===== config.mk =====
export PLATFORM = sky130hd
export DESIGN_NAME = sm4_keyexp
export DESIGN_NICKNAME = d
export VERILOG_FILES = /design/src/rtl/sm4_pkg.sv /design/src/rtl/sm4_tprime.sv /design/src/rtl/sm4_keyexp.sv
export SDC_FILE = /design/constraint.sdc
export NUM_CORES = 2
export LEC_CHECK = 0
export BUFFER_PORTS_ARGS = -buffer_cell sky130_fd_sc_hd__buf_2
export CAP_MARGIN = 20
export CORE_AREA = 4 4 455 457
export CTS_BUF_LIST = sky130_fd_sc_hd__clkbuf_8
export DETAILED_ROUTE_END_ITERATION = 7
export DIE_AREA = 0 0 459 461
export GPL_ROUTABILITY_DRIVEN = 0
export GPL_TIMING_DRIVEN = 0
export PLACE_DENSITY_LB_ADDON = 0.1
export RECOVER_POWER = 100
export REMOVE_ABC_BUFFERS = 1
export SYNTH_ARGS = -nofsm -noshare
export SYNTH_HDL_FRONTEND = slang
export SYNTH_SLANG_ARGS = --single-unit

===== constraint.sdc =====
create_clock -name CLK_i -period 11.5 [get_ports CLK_i]
set_input_delay 1.725 -clock CLK_i [delete_from_list [all_inputs] [get_ports CLK_i]]
set_output_delay 1.725 -clock CLK_i [all_outputs]
set_load 0.01 [all_outputs]

===== src/rtl/sm4_pkg.sv =====
// sm4_pkg: SM4 constants and helpers (S-box, FK, CK, rotate) shared by the key schedule and the cipher core.
package sm4_pkg;
  typedef enum logic [1:0] {ST_IDLE, ST_RUN, ST_DONE} state_e;
  localparam logic [127:0] FK = 128'hA3B1BAC6_56AA3350_677D9197_B27022DC;
  localparam logic [7:0] SBOX [256] = '{
    8'hD6, 8'h90, 8'hE9, 8'hFE, 8'hCC, 8'hE1, 8'h3D, 8'hB7, 8'h16, 8'hB6, 8'h14, 8'hC2, 8'h28, 8'hFB, 8'h2C, 8'h05,
    8'h2B, 8'h67, 8'h9A, 8'h76, 8'h2A, 8'hBE, 8'h04, 8'hC3, 8'hAA, 8'h44, 8'h13, 8'h26, 8'h49, 8'h86, 8'h06, 8'h99,
    8'h9C, 8'h42, 8'h50, 8'hF4, 8'h91, 8'hEF, 8'h98, 8'h7A, 8'h33, 8'h54, 8'h0B, 8'h43, 8'hED, 8'hCF, 8'hAC, 8'h62,
    8'hE4, 8'hB3, 8'h1C, 8'hA9, 8'hC9, 8'h08, 8'hE8, 8'h95, 8'h80, 8'hDF, 8'h94, 8'hFA, 8'h75, 8'h8F, 8'h3F, 8'hA6,
    8'h47, 8'h07, 8'hA7, 8'hFC, 8'hF3, 8'h73, 8'h17, 8'hBA, 8'h83, 8'h59, 8'h3C, 8'h19, 8'hE6, 8'h85, 8'h4F, 8'hA8,
    8'h68, 8'h6B, 8'h81, 8'hB2, 8'h71, 8'h64, 8'hDA, 8'h8B, 8'hF8, 8'hEB, 8'h0F, 8'h4B, 8'h70, 8'h56, 8'h9D, 8'h35,
    8'h1E, 8'h24, 8'h0E, 8'h5E, 8'h63, 8'h58, 8'hD1, 8'hA2, 8'h25, 8'h22, 8'h7C, 8'h3B, 8'h01, 8'h21, 8'h78, 8'h87,
    8'hD4, 8'h00, 8'h46, 8'h57, 8'h9F, 8'hD3, 8'h27, 8'h52, 8'h4C, 8'h36, 8'h02, 8'hE7, 8'hA0, 8'hC4, 8'hC8, 8'h9E,
    8'hEA, 8'hBF, 8'h8A, 8'hD2, 8'h40, 8'hC7, 8'h38, 8'hB5, 8'hA3, 8'hF7, 8'hF2, 8'hCE, 8'hF9, 8'h61, 8'h15, 8'hA1,
    8'hE0, 8'hAE, 8'h5D, 8'hA4, 8'h9B, 8'h34, 8'h1A, 8'h55, 8'hAD, 8'h93, 8'h32, 8'h30, 8'hF5, 8'h8C, 8'hB1, 8'hE3,
    8'h1D, 8'hF6, 8'hE2, 8'h2E, 8'h82, 8'h66, 8'hCA, 8'h60, 8'hC0, 8'h29, 8'h23, 8'hAB, 8'h0D, 8'h53, 8'h4E, 8'h6F,
    8'hD5, 8'hDB, 8'h37, 8'h45, 8'hDE, 8'hFD, 8'h8E, 8'h2F, 8'h03, 8'hFF, 8'h6A, 8'h72, 8'h6D, 8'h6C, 8'h5B, 8'h51,
    8'h8D, 8'h1B, 8'hAF, 8'h92, 8'hBB, 8'hDD, 8'hBC, 8'h7F, 8'h11, 8'hD9, 8'h5C, 8'h41, 8'h1F, 8'h10, 8'h5A, 8'hD8,
    8'h0A, 8'hC1, 8'h31, 8'h88, 8'hA5, 8'hCD, 8'h7B, 8'hBD, 8'h2D, 8'h74, 8'hD0, 8'h12, 8'hB8, 8'hE5, 8'hB4, 8'hB0,
    8'h89, 8'h69, 8'h97, 8'h4A, 8'h0C, 8'h96, 8'h77, 8'h7E, 8'h65, 8'hB9, 8'hF1, 8'h09, 8'hC5, 8'h6E, 8'hC6, 8'h84,
    8'h18, 8'hF0, 8'h7D, 8'hEC, 8'h3A, 8'hDC, 8'h4D, 8'h20, 8'h79, 8'hEE, 8'h5F, 8'h3E, 8'hD7, 8'hCB, 8'h39, 8'h48
  };
  function automatic logic [31:0] sm4_sbox32(input logic [31:0] x);
    return {SBOX[x[31:24]], SBOX[x[23:16]], SBOX[x[15:8]], SBOX[x[7:0]]};
  endfunction
  function automatic logic [31:0] rotl32(input logic [31:0] x, input int unsigned n);
    return (x << n) | (x >> (32 - n));
  endfunction
  // byte j of CK_i is (4i+j)*7 mod 256, MSB first; truncation to 8 bits is the mod
  function automatic logic [31:0] sm4_ck(input logic [4:0] i);
    logic [31:0] ck;
    ck = '0;
    for (int j = 0; j < 4; j++) ck = {ck[23:0], 8'((({27'd0, i} << 2) + 32'(j)) * 32'd7)};
    return ck;
  endfunction
endpackage


===== src/rtl/sm4_tprime.sv =====
// sm4_tprime: key-schedule T' transform, bytewise S-box followed by L'(B) = B ^ B<<<13 ^ B<<<23.
module sm4_tprime
  import sm4_pkg::*;
(
  input  logic [31:0] x_i,
  output logic [31:0] y_o
);
  logic [31:0] b;
  assign b = sm4_sbox32(x_i);
  assign y_o = b ^ rotl32(b, 13) ^ rotl32(b, 23);
endmodule


===== src/rtl/sm4_keyexp.sv =====
// sm4_keyexp: iterative SM4 key expansion, one round key per clock packed into a 1024-bit bus.
module sm4_keyexp
  import sm4_pkg::*;
(
  input  logic          CLK_i,
  input  logic          RST_N_i,
  input  logic [127:0]  KEY_i,
  input  logic          DEC_i,
  input  logic          KEY_VALID_i,
  output logic [1023:0] RK_o,
  output logic          RK_VALID_o,
  output logic          BUSY_o
);
  state_e state_q, state_d;
  logic [4:0] cnt_q, cnt_d;
  logic [127:0] k_q, k_d;
  logic dec_q, dec_d;
  logic [1023:0] rk_q, rk_d;
  logic valid_q, valid_d, busy_q, busy_d;
  logic [31:0] tp, rk;
  logic accept;
  sm4_tprime u_tprime (
    .x_i(k_q[95:64] ^ k_q[63:32] ^ k_q[31:0] ^ sm4_ck(cnt_q)),
    .y_o(tp)
  );
  assign rk = k_q[127:96] ^ tp;
  assign accept = KEY_VALID_i && state_q != ST_RUN;
  // k_q holds the sliding window K0..K3 with K0 in the top word
  always_comb begin
    state_d = state_q;
    cnt_d = cnt_q;
    k_d = k_q;
    dec_d = dec_q;
    rk_d = rk_q;
    valid_d = valid_q;
    if (accept) begin
      state_d = ST_RUN;
      cnt_d = '0;
      k_d = KEY_i ^ FK;
      dec_d = DEC_i;
      rk_d = '0;
      valid_d = 1'b0;
    end else if (state_q == ST_RUN) begin
      cnt_d = cnt_q + 5'd1;
      k_d = {k_q[95:0], rk};
      rk_d = dec_q ? {rk, rk_q[1023:32]} : {rk_q[991:0], rk};
      state_d = cnt_q == 5'd31 ? ST_DONE : ST_RUN;
      valid_d = cnt_q == 5'd31;
    end
    busy_d = state_d == ST_RUN;
  end
  always_ff @(posedge CLK_i or negedge RST_N_i) begin
    if (!RST_N_i) begin
      state_q <= ST_IDLE;
      cnt_q <= '0;
      k_q <= '0;
      dec_q <= 1'b0;
      rk_q <= '0;
      valid_q <= 1'b0;
      busy_q <= 1'b0;
    end else begin
      state_q <= state_d;
      cnt_q <= cnt_d;
      k_q <= k_d;
      dec_q <= dec_d;
      rk_q <= rk_d;
      valid_q <= valid_d;
      busy_q <= busy_d;
    end
  end
  assign RK_o = rk_q;
  assign RK_VALID_o = valid_q;
  assign BUSY_o = busy_q;
endmodule


==> impl_table.tex <==
\begin{tabular}{lr}
\hline
Metric & Value \\
\hline
\multicolumn{2}{l}{\textbf{Outcome}} \\
\quad Result of the run & finished with violations \\
\quad Violations in the final reports & max-capacitance violations, max-slew violations \\
\multicolumn{2}{l}{\textbf{Placed design}} \\
\quad Dpl hpwl & 210 mm \\
\quad Number of I/O port buffers & 1157 \\
\multicolumn{2}{l}{\textbf{Logic synthesis}} \\
\quad Cell types with the highest counts after synthesis & sky130\_fd\_sc\_hd\_\_nor2\_1, sky130\_fd\_sc\_hd\_\_dfrtp\_1, sky130\_fd\_sc\_hd\_\_mux2i\_1, sky130\_fd\_sc\_hd\_\_a31o\_2, sky130\_fd\_sc\_hd\_\_clkbuf\_1 \\
\quad Yosys top cell area share & about two fifths \\
\quad Primary FF master, synth & sky130\_fd\_sc\_hd\_\_dfrtp\_1 \\
\quad Seq cells post-synth & about 1200 \\
\quad Share of the yosys chip area belonging to registers & slightly above 40\% \\
\quad Area contributors post-synth & sky130\_fd\_sc\_hd\_\_dfrtp\_1, sky130\_fd\_sc\_hd\_\_mux2i\_1, sky130\_fd\_sc\_hd\_\_a31o\_2 \\
\quad Cell area after synthesis & approximately 72000 um\^{}2 \\
\quad Top cell type by total area after synthesis & sky130\_fd\_sc\_hd\_\_dfrtp\_1 \\
\quad Most common cell in the netlist & sky130\_fd\_sc\_hd\_\_nor2\_1 \\
\quad YS warnings & 0 \\
\quad Share of async-settable or async-resettable flops after synthesis & 100\% \\
\quad Post-synth cell types & 95 \\
\quad Number of enable-type register cells in the synthesized netlist & 0 \\
\quad Cell count after synthesis & 7761 \\
\quad Syn avg cell area & between 9 and 10 um\^{}2 \\
\multicolumn{2}{l}{\textbf{Setup path}} \\
\quad Endpoint kind of the worst setup timing path & register \\
\quad CP Data Required Time & 12.32 ns \\
\quad R2r setup slk & 1.98 ns \\
\quad Launching element type of the critical path & register \\
\quad FF-to-FF Start & cnt\_q[0] \\
\quad Number of cells on the worst reg-to-reg path & 16 \\
\quad Worst reg2reg endpoint & RK\_o[1007] \\
\quad Start-to-end type of the worst setup path & register to register \\
\quad Arrival time reported for the critical path endpoint & 10.33 ns \\
\quad Largest driver fanout on the critical path & 14 \\
\multicolumn{2}{l}{\textbf{Global routing}} \\
\quad Global Route met1 Usage & roughly a third \\
\quad Met2 capacity usage during global routing & 41.8\% \\
\quad Overflow left after global routing & 0 \\
\quad Antenna violations before repair & 50 \\
\quad Met3 layer usage reported by global route & under 10\% \\
\quad Largest net degree at the start of global routing & 155 \\
\quad Overall Global Routing Usage & 26.8\% \\
\quad Vias in the first global route & 63400 \\
\quad Peak-usage layer in the global routing report & met2 \\
\quad Global-route wire length before repair & 439 mm \\
\multicolumn{2}{l}{\textbf{Final layout}} \\
\quad Ratio of cells with drive above 1 in the final layout & about a fifth \\
\quad NumNets Final & 8667 \\
\quad Area added between synthesis and finish & 17.5\% \\
\quad Final standard cell utilization of the core & 41.7\% \\
\multicolumn{2}{l}{\textbf{Clock tree}} \\
\quad Clock Tree Buf Depth & 3 \\
\quad Worst-skew pair later-pin latency & 1.00 ns \\
\quad Cell at the root of the clock tree & sky130\_fd\_sc\_hd\_\_clkbuf\_8 \\
\quad TritonCTS clock tree & built \\
\quad Sinks on Clock Net & 1162 \\
\quad Hold-fix buffer count after cts & 0 \\
\quad Setup repair bufs after CTS & 0 \\
\quad Post\_cts resized & 0 \\
\quad Clock Pin Slew Worst Setup and Hold Paths & around 0.070 ns \\
\quad Number of levels in the clock H-tree & 4 \\
\quad Clock buffers created by TritonCTS & 216 \\
\multicolumn{2}{l}{\textbf{Routing}} \\
\quad Antenna violation net count after detailed routing & 0 \\
\quad Routed wirelength normalized by instance count & 26.2 um \\
\quad DRC violations left & 0 \\
\quad Number of vias after detailed routing & 67600 \\
\quad Detailed-route wire length & 298 mm \\
\quad Initial DRT Pass Iterations & 7 \\
\quad Initial DRC count & 8025 \\
\quad Vias per Instance & 5.95 \\
\multicolumn{2}{l}{\textbf{STA}} \\
\quad Final hold viol count & 0 \\
\quad Worst Clk Skew & around 0.075 ns \\
\quad RSZ-0062 raised after global routing & false \\
\quad Highest clock rate & 105 MHz \\
\quad Max-slew headroom & -271\% \\
\quad Actual transition at the worst max-transition pin & 5.56 ns \\
\quad Clock period minus worst slack & 9.52 ns \\
\quad Count of pins over their slew limit & between 1000 and 1500 \\
\quad Final sum of negative setup slack & 0 ns \\
\quad Period utilisation layout & between 80\% and 90\% \\
\quad Setup-failing EPs final & 0 \\
\multicolumn{2}{l}{\textbf{Floorplan}} \\
\quad Number of standard-cell rows in the floorplan & 166 \\
\quad Std-Cell Core Area & 204000 um\^{}2 \\
\quad Starting density of the core & 35.5\% \\
\quad Io pins & 1158 \\
\quad Die height & 461 um \\
\quad Chip width & 459 um \\
\quad Floorplan die area & 212000 um\^{}2 \\
\multicolumn{2}{l}{\textbf{Hold path}} \\
\quad Launch instance of the worst min-delay path & k\_q[80] \\
\quad Hold Path Stages & 2 \\
\quad Worst Hold Endpoint & k\_q[112] \\
\quad Worst hold path class & register to register \\
\multicolumn{2}{l}{\textbf{Run}} \\
\quad Number of maximum-capacitance violations & 21 \\
\hline
\end{tabular}
## stage by stage
step           hold slack, ns  cells  cell area, um^2  setup slack [ns]
5_1_grt                 0.520  11400            84800              1.68
3_5_place_dp            0.498  11000            82000              3.82
6_report                0.488  11400            84800              1.98
2_1_floorplan           0.468   6954            69000            -33.85
3_3_place_gp            0.478  10800            78100            -60.19
4_1_cts                 0.502  11300            86500              3.74
## layer usage
metal  part of all wire (%)  up-vias  wire length (um)
li1                       -    30300                 -
met1                     39    33200            116000
met2                     45     3366            134000
met3                     11      792             31900
met4                    5.3       12             15900
met5                  0.023        -                68
## critical path, stage by stage, from the launching register on
cell and delay [ns]:
sky130_fd_sc_hd__dfrtp_1 1.02, sky130_fd_sc_hd__inv_1 0.32, sky130_fd_sc_hd__fa_1 0.51, sky130_fd_sc_hd__inv_1 0.07, sky130_fd_sc_hd__ha_1 0.76, sky130_fd_sc_hd__xnor2_1 0.18, sky130_fd_sc_hd__xnor2_1 0.93, sky130_fd_sc_hd__xor2_1 1.12
sky130_fd_sc_hd__buf_8 0.25, sky130_fd_sc_hd__nor2_1 0.17, sky130_fd_sc_hd__o31ai_1 0.16, sky130_fd_sc_hd__o21ai_0 0.20, sky130_fd_sc_hd__o311a_1 0.43, sky130_fd_sc_hd__nor3_1 2.00, sky130_fd_sc_hd__xnor2_1 0.20, sky130_fd_sc_hd__xnor2_1 0.75
sky130_fd_sc_hd__o221ai_1 0.23
## sequential cells by signal (all words and copies together), names as in the netlist
name	cells
dec_q	1
cnt_q	5
k_q	128
BUSY_o	1
RK_VALID_o	1
state_q	2
RK_o	1024
## layout by cell type, fill, tap and decap left out, types with 129 or more instances in the layout
cell type	count
sky130_fd_sc_hd__clkbuf_1	1043
sky130_fd_sc_hd__buf_2	129
sky130_fd_sc_hd__a21oi_1	280
sky130_fd_sc_hd__a31o_2	963
sky130_fd_sc_hd__mux2i_1	1063
sky130_fd_sc_hd__nand2_1	485
sky130_fd_sc_hd__nand3_1	152
sky130_fd_sc_hd__clkbuf_8	276
sky130_fd_sc_hd__dfrtp_1	1161
sky130_fd_sc_hd__nor2_1	1209
sky130_fd_sc_hd__o21ai_0	441
## logic make-up after synthesis
kind of cell	synth area share, %
AND/OR/NAND/NOR	12.0
AO/OA/AOI/OAI	24.1
adder cells (fa/ha/maj)	0.891
flip-flops	40.3
multiplexers	15.0
XOR/XNOR	3.06
buffers and inverters	4.64
## worst max path at each step
stage	from	end	slack, ns	depth (start not counted)
5_1_grt	RST_N_i	RK_o[703]	1.68	3
2_1_floorplan	dec_q	RK_o[24]	-33.85	5
3_5_place_dp	cnt_q[0]	RK_o[999]	3.82	15
4_1_cts	cnt_q[0]	RK_o[999]	3.74	15
3_3_place_gp	dec_q	RK_o[24]	-60.19	5
6_report	cnt_q[0]	RK_o[1007]	1.98	16
## cell type report
| class | count | area [um^2] |
|---|---|---|
| Clock buffer | 276 | 3800 |
| Timing Repair Buffer | 1317 | 7670 |
| Sequential cell | 1162 | 29100 |
| Clock inverter | 118 | 711 |
| Fill cell | 20800 | 119000 |
| Tap cell | 2688 | 3360 |
| Inverter | 31 | 126 |
| Antenna cell | 22 | 55.1 |
| Multi-Input combinational cell | 5761 | 40000 |
Power is left out: the tool's default activity adds up to more than one toggle a clock period on the data nets, which glitch-free logic cannot reach.
